--- src/rtl/garage_door_plant.sv ---
// Stand-in for a physical garage door: turns motor drive into a stepped position,
// limit switches, a registered beam sensor, crush detection and board status LEDs.
module garage_door_plant #(
    parameter int STEP_CYCLES  = 3_125_000,
    parameter int TRAVEL_STEPS = 16,
    parameter int CRUSH_STEPS  = 2
) (
    input  logic       sys_clk,
    input  logic       sys_rst_n,
    input  logic       motor_up,
    input  logic       motor_down,
    input  logic       obstruct_sw,
    output logic       limit_open,
    output logic       limit_closed,
    output logic       beam_blocked,
    output logic       fault,
    output logic [4:0] position,
    output logic [2:0] LEDs
);

    localparam int PW = (STEP_CYCLES > 1) ? $clog2(STEP_CYCLES) : 1;
    localparam int CW = (CRUSH_STEPS > 1) ? $clog2(CRUSH_STEPS + 1) : 1;

    localparam logic [PW-1:0] PRESC_LAST  = PW'(STEP_CYCLES - 1);
    localparam logic [4:0]    POS_TOP     = 5'(TRAVEL_STEPS);
    localparam logic [CW-1:0] CRUSH_FINAL = CW'(CRUSH_STEPS - 1);

    typedef enum logic [2:0] {
        ST_CLOSED  = 3'd0,
        ST_OPENING = 3'd1,
        ST_OPEN    = 3'd2,
        ST_CLOSING = 3'd3,
        ST_STOPPED = 3'd4,
        ST_FAULT   = 3'd5
    } state_t;

    state_t        state_q, state_d;
    logic [4:0]    pos_q, pos_d;
    logic [PW-1:0] presc_q, presc_d;
    logic [CW-1:0] crush_q, crush_d;
    logic          beam_q;
    logic          fault_q;
    logic [2:0]    leds_q;

    logic cmd_up, cmd_dn, cmd_both;
    logic at_top, at_bottom, step_due, moving;

    function automatic logic [2:0] led_code(input state_t s);
        logic [2:0] code;
        case (s)
            ST_OPENING, ST_CLOSING: code = 3'b100;
            ST_OPEN:                code = 3'b010;
            ST_CLOSED:              code = 3'b001;
            ST_STOPPED:             code = 3'b000;
            default:                code = 3'b111;
        endcase
        return code;
    endfunction

    assign cmd_up    = motor_up & ~motor_down;
    assign cmd_dn    = motor_down & ~motor_up;
    assign cmd_both  = motor_up & motor_down;
    assign at_top    = (pos_q == POS_TOP);
    assign at_bottom = (pos_q == 5'd0);
    assign step_due  = (presc_q == PRESC_LAST);
    assign moving    = (state_q == ST_OPENING) || (state_q == ST_CLOSING);

    // Next state and position
    always_comb begin
        state_d = state_q;
        pos_d   = pos_q;
        case (state_q)
            ST_FAULT: begin
                if (!motor_up && !motor_down && !beam_q) begin
                    if (at_bottom)   state_d = ST_CLOSED;
                    else if (at_top) state_d = ST_OPEN;
                    else             state_d = ST_STOPPED;
                end
            end
            ST_CLOSED, ST_OPEN, ST_STOPPED: begin
                if (cmd_both)                   state_d = ST_FAULT;
                else if (cmd_up && !at_top)     state_d = ST_OPENING;
                else if (cmd_dn && !at_bottom)  state_d = ST_CLOSING;
            end
            ST_OPENING: begin
                if (cmd_both) begin
                    state_d = ST_FAULT;
                end else if (cmd_dn) begin
                    state_d = at_bottom ? ST_CLOSED : ST_CLOSING;
                end else if (!cmd_up) begin
                    state_d = ST_STOPPED;
                end else if (step_due) begin
                    if (pos_q >= POS_TOP - 5'd1) begin
                        pos_d   = POS_TOP;
                        state_d = ST_OPEN;
                    end else begin
                        pos_d = pos_q + 5'd1;
                    end
                end
            end
            ST_CLOSING: begin
                if (cmd_both) begin
                    state_d = ST_FAULT;
                end else if (cmd_up) begin
                    state_d = at_top ? ST_OPEN : ST_OPENING;
                end else if (!cmd_dn) begin
                    state_d = ST_STOPPED;
                end else if (step_due) begin
                    pos_d = (pos_q <= 5'd1) ? 5'd0 : pos_q - 5'd1;
                    // A crush takes precedence over landing on the closed limit
                    if (beam_q && (crush_q == CRUSH_FINAL)) state_d = ST_FAULT;
                    else if (pos_q <= 5'd1)                 state_d = ST_CLOSED;
                end
            end
            default: state_d = ST_FAULT;
        endcase
    end

    // Step prescaler and crush counter
    always_comb begin
        presc_d = '0;
        crush_d = '0;
        if (moving && (state_d == state_q)) begin
            presc_d = step_due ? '0 : presc_q + PW'(1);
        end
        if ((state_q == ST_CLOSING) && (state_d == ST_CLOSING) && beam_q) begin
            crush_d = step_due ? crush_q + CW'(1) : crush_q;
        end
    end

    always_ff @(posedge sys_clk) begin
        if (!sys_rst_n) begin
            state_q <= ST_CLOSED;
            pos_q   <= 5'd0;
            presc_q <= '0;
            crush_q <= '0;
            beam_q  <= 1'b0;
            fault_q <= 1'b0;
            leds_q  <= 3'b001;
        end else begin
            state_q <= state_d;
            pos_q   <= pos_d;
            presc_q <= presc_d;
            crush_q <= crush_d;
            beam_q  <= obstruct_sw;
            fault_q <= (state_d == ST_FAULT);
            leds_q  <= led_code(state_d);
        end
    end

    assign position     = pos_q;
    assign limit_open   = at_top;
    assign limit_closed = at_bottom;
    assign beam_blocked = beam_q;
    assign fault        = fault_q;
    assign LEDs         = leds_q;

endmodule

--- config.mk ---
export PLATFORM = sky130hd
export DESIGN_NAME = garage_door_plant
export DESIGN_NICKNAME = d
export VERILOG_FILES = /design/src/rtl/garage_door_plant.sv
export SDC_FILE = /design/constraint.sdc
export NUM_CORES = 1
export LEC_CHECK = 0
export BUFFER_PORTS_ARGS = -buffer_cell sky130_fd_sc_hd__buf_2
export CORE_ASPECT_RATIO = 0.75
export CORE_MARGIN = 1.5
export CORE_UTILIZATION = 40
export CTS_CLUSTER_SIZE = 12
export DETAILED_ROUTE_END_ITERATION = 6
export PLACE_DENSITY = 0.55
export SLEW_MARGIN = 15
export SYNTH_ARGS = -nofsm -noshare
export SYNTH_HDL_FRONTEND = slang
export SYNTH_SLANG_ARGS = --single-unit
--- constraint.sdc ---
create_clock -name sys_clk -period 2.4 [get_ports sys_clk]
set_input_delay 0.12 -clock sys_clk [delete_from_list [all_inputs] [get_ports sys_clk]]
set_output_delay 0.12 -clock sys_clk [all_outputs]
set_load 0.1 [all_outputs]
==> metrics list <==
- After layout, the worst path uses 97.4% of the clock period.
- The hold violation total from the final report came to 0.
- Worst Setup End Kind: flip-flop
* Vias in the first global route: 1606
- At the end of the flow, the number of nets in the layout was 307.
- Setup violations remaining at the end of the flow were counted as 0.
- Number of clock buffers inserted by TritonCTS: 5
- For the final routed database, the setup TNS stands at 0 ns.
- Among all flip-flop cells after synthesis, the most frequent one is sky130_fd_sc_hd__dfxtp_1.
- DRC violation count after routing: 0
* Status: completed
- Startpoint-to-endpoint class of the critical path: flip-flop to flip-flop
* Clock tree from TritonCTS: built
- Routability-driven placement finished with a final weighted congestion of 0.925.
- Dividing total power by cell area gives a power density of 482 mW/mm^2.
- After global routing, the most crowded layer is met1.
- The total area inside the core boundary comes to 0.00530 sq mm.
* Initial antenna violation count: 0
- Reg-to-Reg End: LEDs[1]
* Setup slack on the worst flop-to-flop path: 0.06 ns
- In this run the critical register-to-register path is launched from position[1].
* Clock power frac: 33.3%
- The clock passes through at most 2 buffers.
- The total overflow left after global routing is 0.
- Average instance area after synthesis: 8.17 sq um
* Share of power burned in combinational logic: 16.0%
- Endpoint with the worst hold slack: beam_blocked
- Core Rows: 23
- First-pass GRT wire length: 8250 microns
- Routed WL: 5070 microns
* Layout overhead on the synthesized area: 19.2%
* Data required time at the worst endpoint: 2.58 ns
- Of the total power, the share spent switching nets is 30.1%.
- The analysis attributes to cell leakage a power of 0.966 nW.
* Reg power frac: 50.6%
- Share of flip-flops with an asynchronous set or reset: 0%
- Global routing consumed, over all layers together, 18.6% of the routing resources.
* Number of maximum-capacitance violations: 0
- Actual transition at the worst max-transition pin: 0.505 ns
* Fmax: 0.428 GHz
- Yosys printed 0 warnings.
- H-Tree Depth: 2
- 0 antenna diodes ended up in the layout.
- Worst EP arrival: 2.51 ns
* Tightest hold margin: 0.0415 ns
* Fraction of met1 tracks used by global routing: 31.4%
- Maximum vdd drop: 0.457 mV
- Setup repair after global routing left no endpoint under its margin.
* Synthesized area: 0.00219 sq mm
- Count of flip-flops with a built-in enable after synthesis: 0
- Measured along the y axis, the die boundary spans 67.1 microns.
* Count of cell types in the netlist: 58
* Vias after detailed routing: 1919
- Startpoint of the tightest hold check path: obstruct_sw
- Post-Synthesis Cells: 268
* Routing usage on met2: 20.5%
* Switching Power: 379 uW
- Synthesis produced a netlist with a net count of 280.
* CTS Hold Buffers Added: 0
- The worst setup path is launched from a flip-flop.
- Cell count of the worst reg-to-reg path: 8
* Clock transition at the register clock pins on the worst setup and hold paths after CTS: 0.07 ns
- The count of pins over their slew limit was 0.
- Of the cells placed in the final design, the portion with a size suffix greater than 1 is 22.3%.
- Measured along the x axis, the die boundary spans 88.4 microns.
* Initial core utilization: 41.3%
- For the final database, setup skew stands at 0.00234 ns.
* Antenna-violating nets left: 0
- Sequential-to-total area share from yosys stat: 33.8%
- Global routing used 5.58% of the available met3 tracks.
- Dividing the detail-routed wire length by the instance count gives 13.7 microns.
- Worst max-slew margin expressed relative to the limit: 65.5%
* Violation count after the first detailed-routing iteration: 197
- Pin count of the biggest net entering global routing: 22
* Hold depth: 2
- Int Pwr: 879 uW
- I/O pin cnt: 17
* Clk root buf: sky130_fd_sc_hd__clkbuf_8
* Detailed placer's ending HPWL: 3780 microns
* CP max FO: 8
- For the finished layout, the period the worst path requires is 2.34 ns.
* Total Die Area: 0.00593 sq mm
* Average via count per standard cell: 5.17
- First-pass DRT Iterations: 4
* Worst min path class: input pin to flip-flop
- Skew-Pair Late Insertion Delay: 0.28 ns
- The filler cells instantiated in the layout total 528.
- Input/output buffers: 16
- Clock tree synthesis found a total of 37 sinks.
- The synthesized design contains 37 register bits.
per-layer routing:
layer	vias to the layer above	share of wire [%]
li1	1002	-
met1	847	55
met2	68	36
met3	2	8.0
met4	0	0.45
met5	-	0
critical path, stage by stage (launching register included):
cell and delay (ns):
sky130_fd_sc_hd__dfxtp_4 0.38, sky130_fd_sc_hd__inv_2 0.09, sky130_fd_sc_hd__ha_4 0.14, sky130_fd_sc_hd__nor3b_1 0.24, sky130_fd_sc_hd__or2b_2 0.32, sky130_fd_sc_hd__a31oi_1 0.37, sky130_fd_sc_hd__nand3_4 0.12, sky130_fd_sc_hd__or3_4 0.41
sky130_fd_sc_hd__and3_1 0.18
layout make-up:
cell class	instances	area, sq um	share of cell area, %
multi-input combinational	206	1400	53.7
sequential	37	759	29.1
timing repair buffer	33	220	8.44
tap	75	93.8	3.60
clock buffer	5	68.8	2.64
inverter	12	47.5	1.82
clock inverter	3	17.5	0.671
stage by stage:
| stage | power [mW] | cell area (sq um) | utilization [%] | std cells | setup WS (ns) |
|---|---|---|---|---|---|
| 4_1_cts | 1.28 | 2580 | 48.8 | 371 | 0.00781 |
| 2_1_floorplan | 0.799 | 2260 | - | 268 | -0.516 |
| 5_1_grt | 1.32 | 2610 | 49.3 | 371 | 0.00143 |
| 3_3_place_gp | 0.849 | 2480 | 46.9 | 363 | 0.0428 |
| 6_report | 1.26 | 2610 | 49.3 | 371 | 0.0615 |
| 3_5_place_dp | 0.845 | 2480 | 46.9 | 363 | -0.00917 |
flip-flops by register name, summed over array words and instances (netlist names):
name / cells
LEDs: 3
beam_blocked: 1
crush_q: 2
fault: 1
position: 5
presc_q: 22
state_q: 3
power groups by stage:
stage,Combinational [mW],Clock (mW),Sequential [mW]
finish,0.202,0.419,0.637
global route,0.214,0.464,0.639
CTS,0.200,0.442,0.636
detailed placement,0.196,0,0.649
global placement,0.197,0,0.652
floorplan,0.0807,0,0.718
cell usage in the layout (no fill, tap or decap), drive strengths merged, types with 11 or more instances in the layout:
| cell | count |
|---|---|
| nor2 | 34 |
| nand2 | 20 |
| dfxtp | 37 |
| inv | 12 |
| buf | 33 |
| nand3 | 12 |
| o21ai | 11 |
| xnor2 | 12 |
| xor2 | 11 |
synth_stat cells, types with 2 or more instances:
master / number / area (sq um)
sky130_fd_sc_hd__a211o_1: 3 / 26.3
sky130_fd_sc_hd__a21boi_1: 3 / 22.5
sky130_fd_sc_hd__a21oi_1: 7 / 35.0
sky130_fd_sc_hd__a311o_1: 2 / 20.0
sky130_fd_sc_hd__a31oi_1: 2 / 12.5
sky130_fd_sc_hd__and2_1: 8 / 50.1
sky130_fd_sc_hd__and3_1: 2 / 12.5
sky130_fd_sc_hd__and4_2: 3 / 30.0
sky130_fd_sc_hd__buf_2: 3 / 15.0
sky130_fd_sc_hd__clkbuf_1: 8 / 30.0
sky130_fd_sc_hd__dfxtp_1: 37 / 741
sky130_fd_sc_hd__ha_1: 7 / 87.6
sky130_fd_sc_hd__inv_1: 12 / 45.0
sky130_fd_sc_hd__mux2i_1: 3 / 30.0
sky130_fd_sc_hd__nand2_1: 20 / 75.1
sky130_fd_sc_hd__nand2b_1: 6 / 37.5
sky130_fd_sc_hd__nand3_1: 11 / 55.1
sky130_fd_sc_hd__nand4_1: 7 / 43.8
sky130_fd_sc_hd__nor2_1: 34 / 128
sky130_fd_sc_hd__nor2b_1: 5 / 31.3
sky130_fd_sc_hd__nor3_1: 9 / 45.0
sky130_fd_sc_hd__nor3b_1: 3 / 22.5
sky130_fd_sc_hd__o21ai_0: 11 / 55.1
sky130_fd_sc_hd__o22ai_1: 2 / 12.5
sky130_fd_sc_hd__o31a_1: 2 / 17.5
sky130_fd_sc_hd__o41ai_1: 2 / 17.5
sky130_fd_sc_hd__or3_1: 2 / 12.5
sky130_fd_sc_hd__or4_1: 3 / 22.5
sky130_fd_sc_hd__xnor2_1: 12 / 105
sky130_fd_sc_hd__xor2_1: 11 / 96.3
how the worst max path moves through the flow:
| stage | startpoint | end | slack [ns] | cells past startpoint |
|---|---|---|---|---|
| detailed placement | presc_q[4] | LEDs[0] | -0.009 | 6 |
| global placement | presc_q[4] | LEDs[0] | 0.04 | 6 |
| floorplan | position[2] | LEDs[1] | -0.52 | 6 |
| finish | position[1] | LEDs[1] | 0.06 | 8 |
| global route | presc_q[7] | presc_q[7] | 0.001 | 8 |
| CTS | presc_q[4] | crush_q[1] | 0.008 | 6 |
kinds of logic after synthesis:
logic type	share of synthesized area, %
muxes	1.37
and+or+nand+nor	31.4
DFF	33.8
adders and majority gates	4.46
xor gates and xnor gates	9.21
buffers and inverters	5.09
AOI/OAI and AO/OA	14.6
timing repair:
| item | 4_1_cts | 5_1_grt |
|---|---|---|
| buffers inserted | 0 | 0 |
| endpoints found under the setup margin | 4 | 28 |
| pin swaps | 1 | 4 |
| gates resized for setup | 3 | 4 |
| cloned | 0 | 0 |
(Power assumes the default switching activity.)
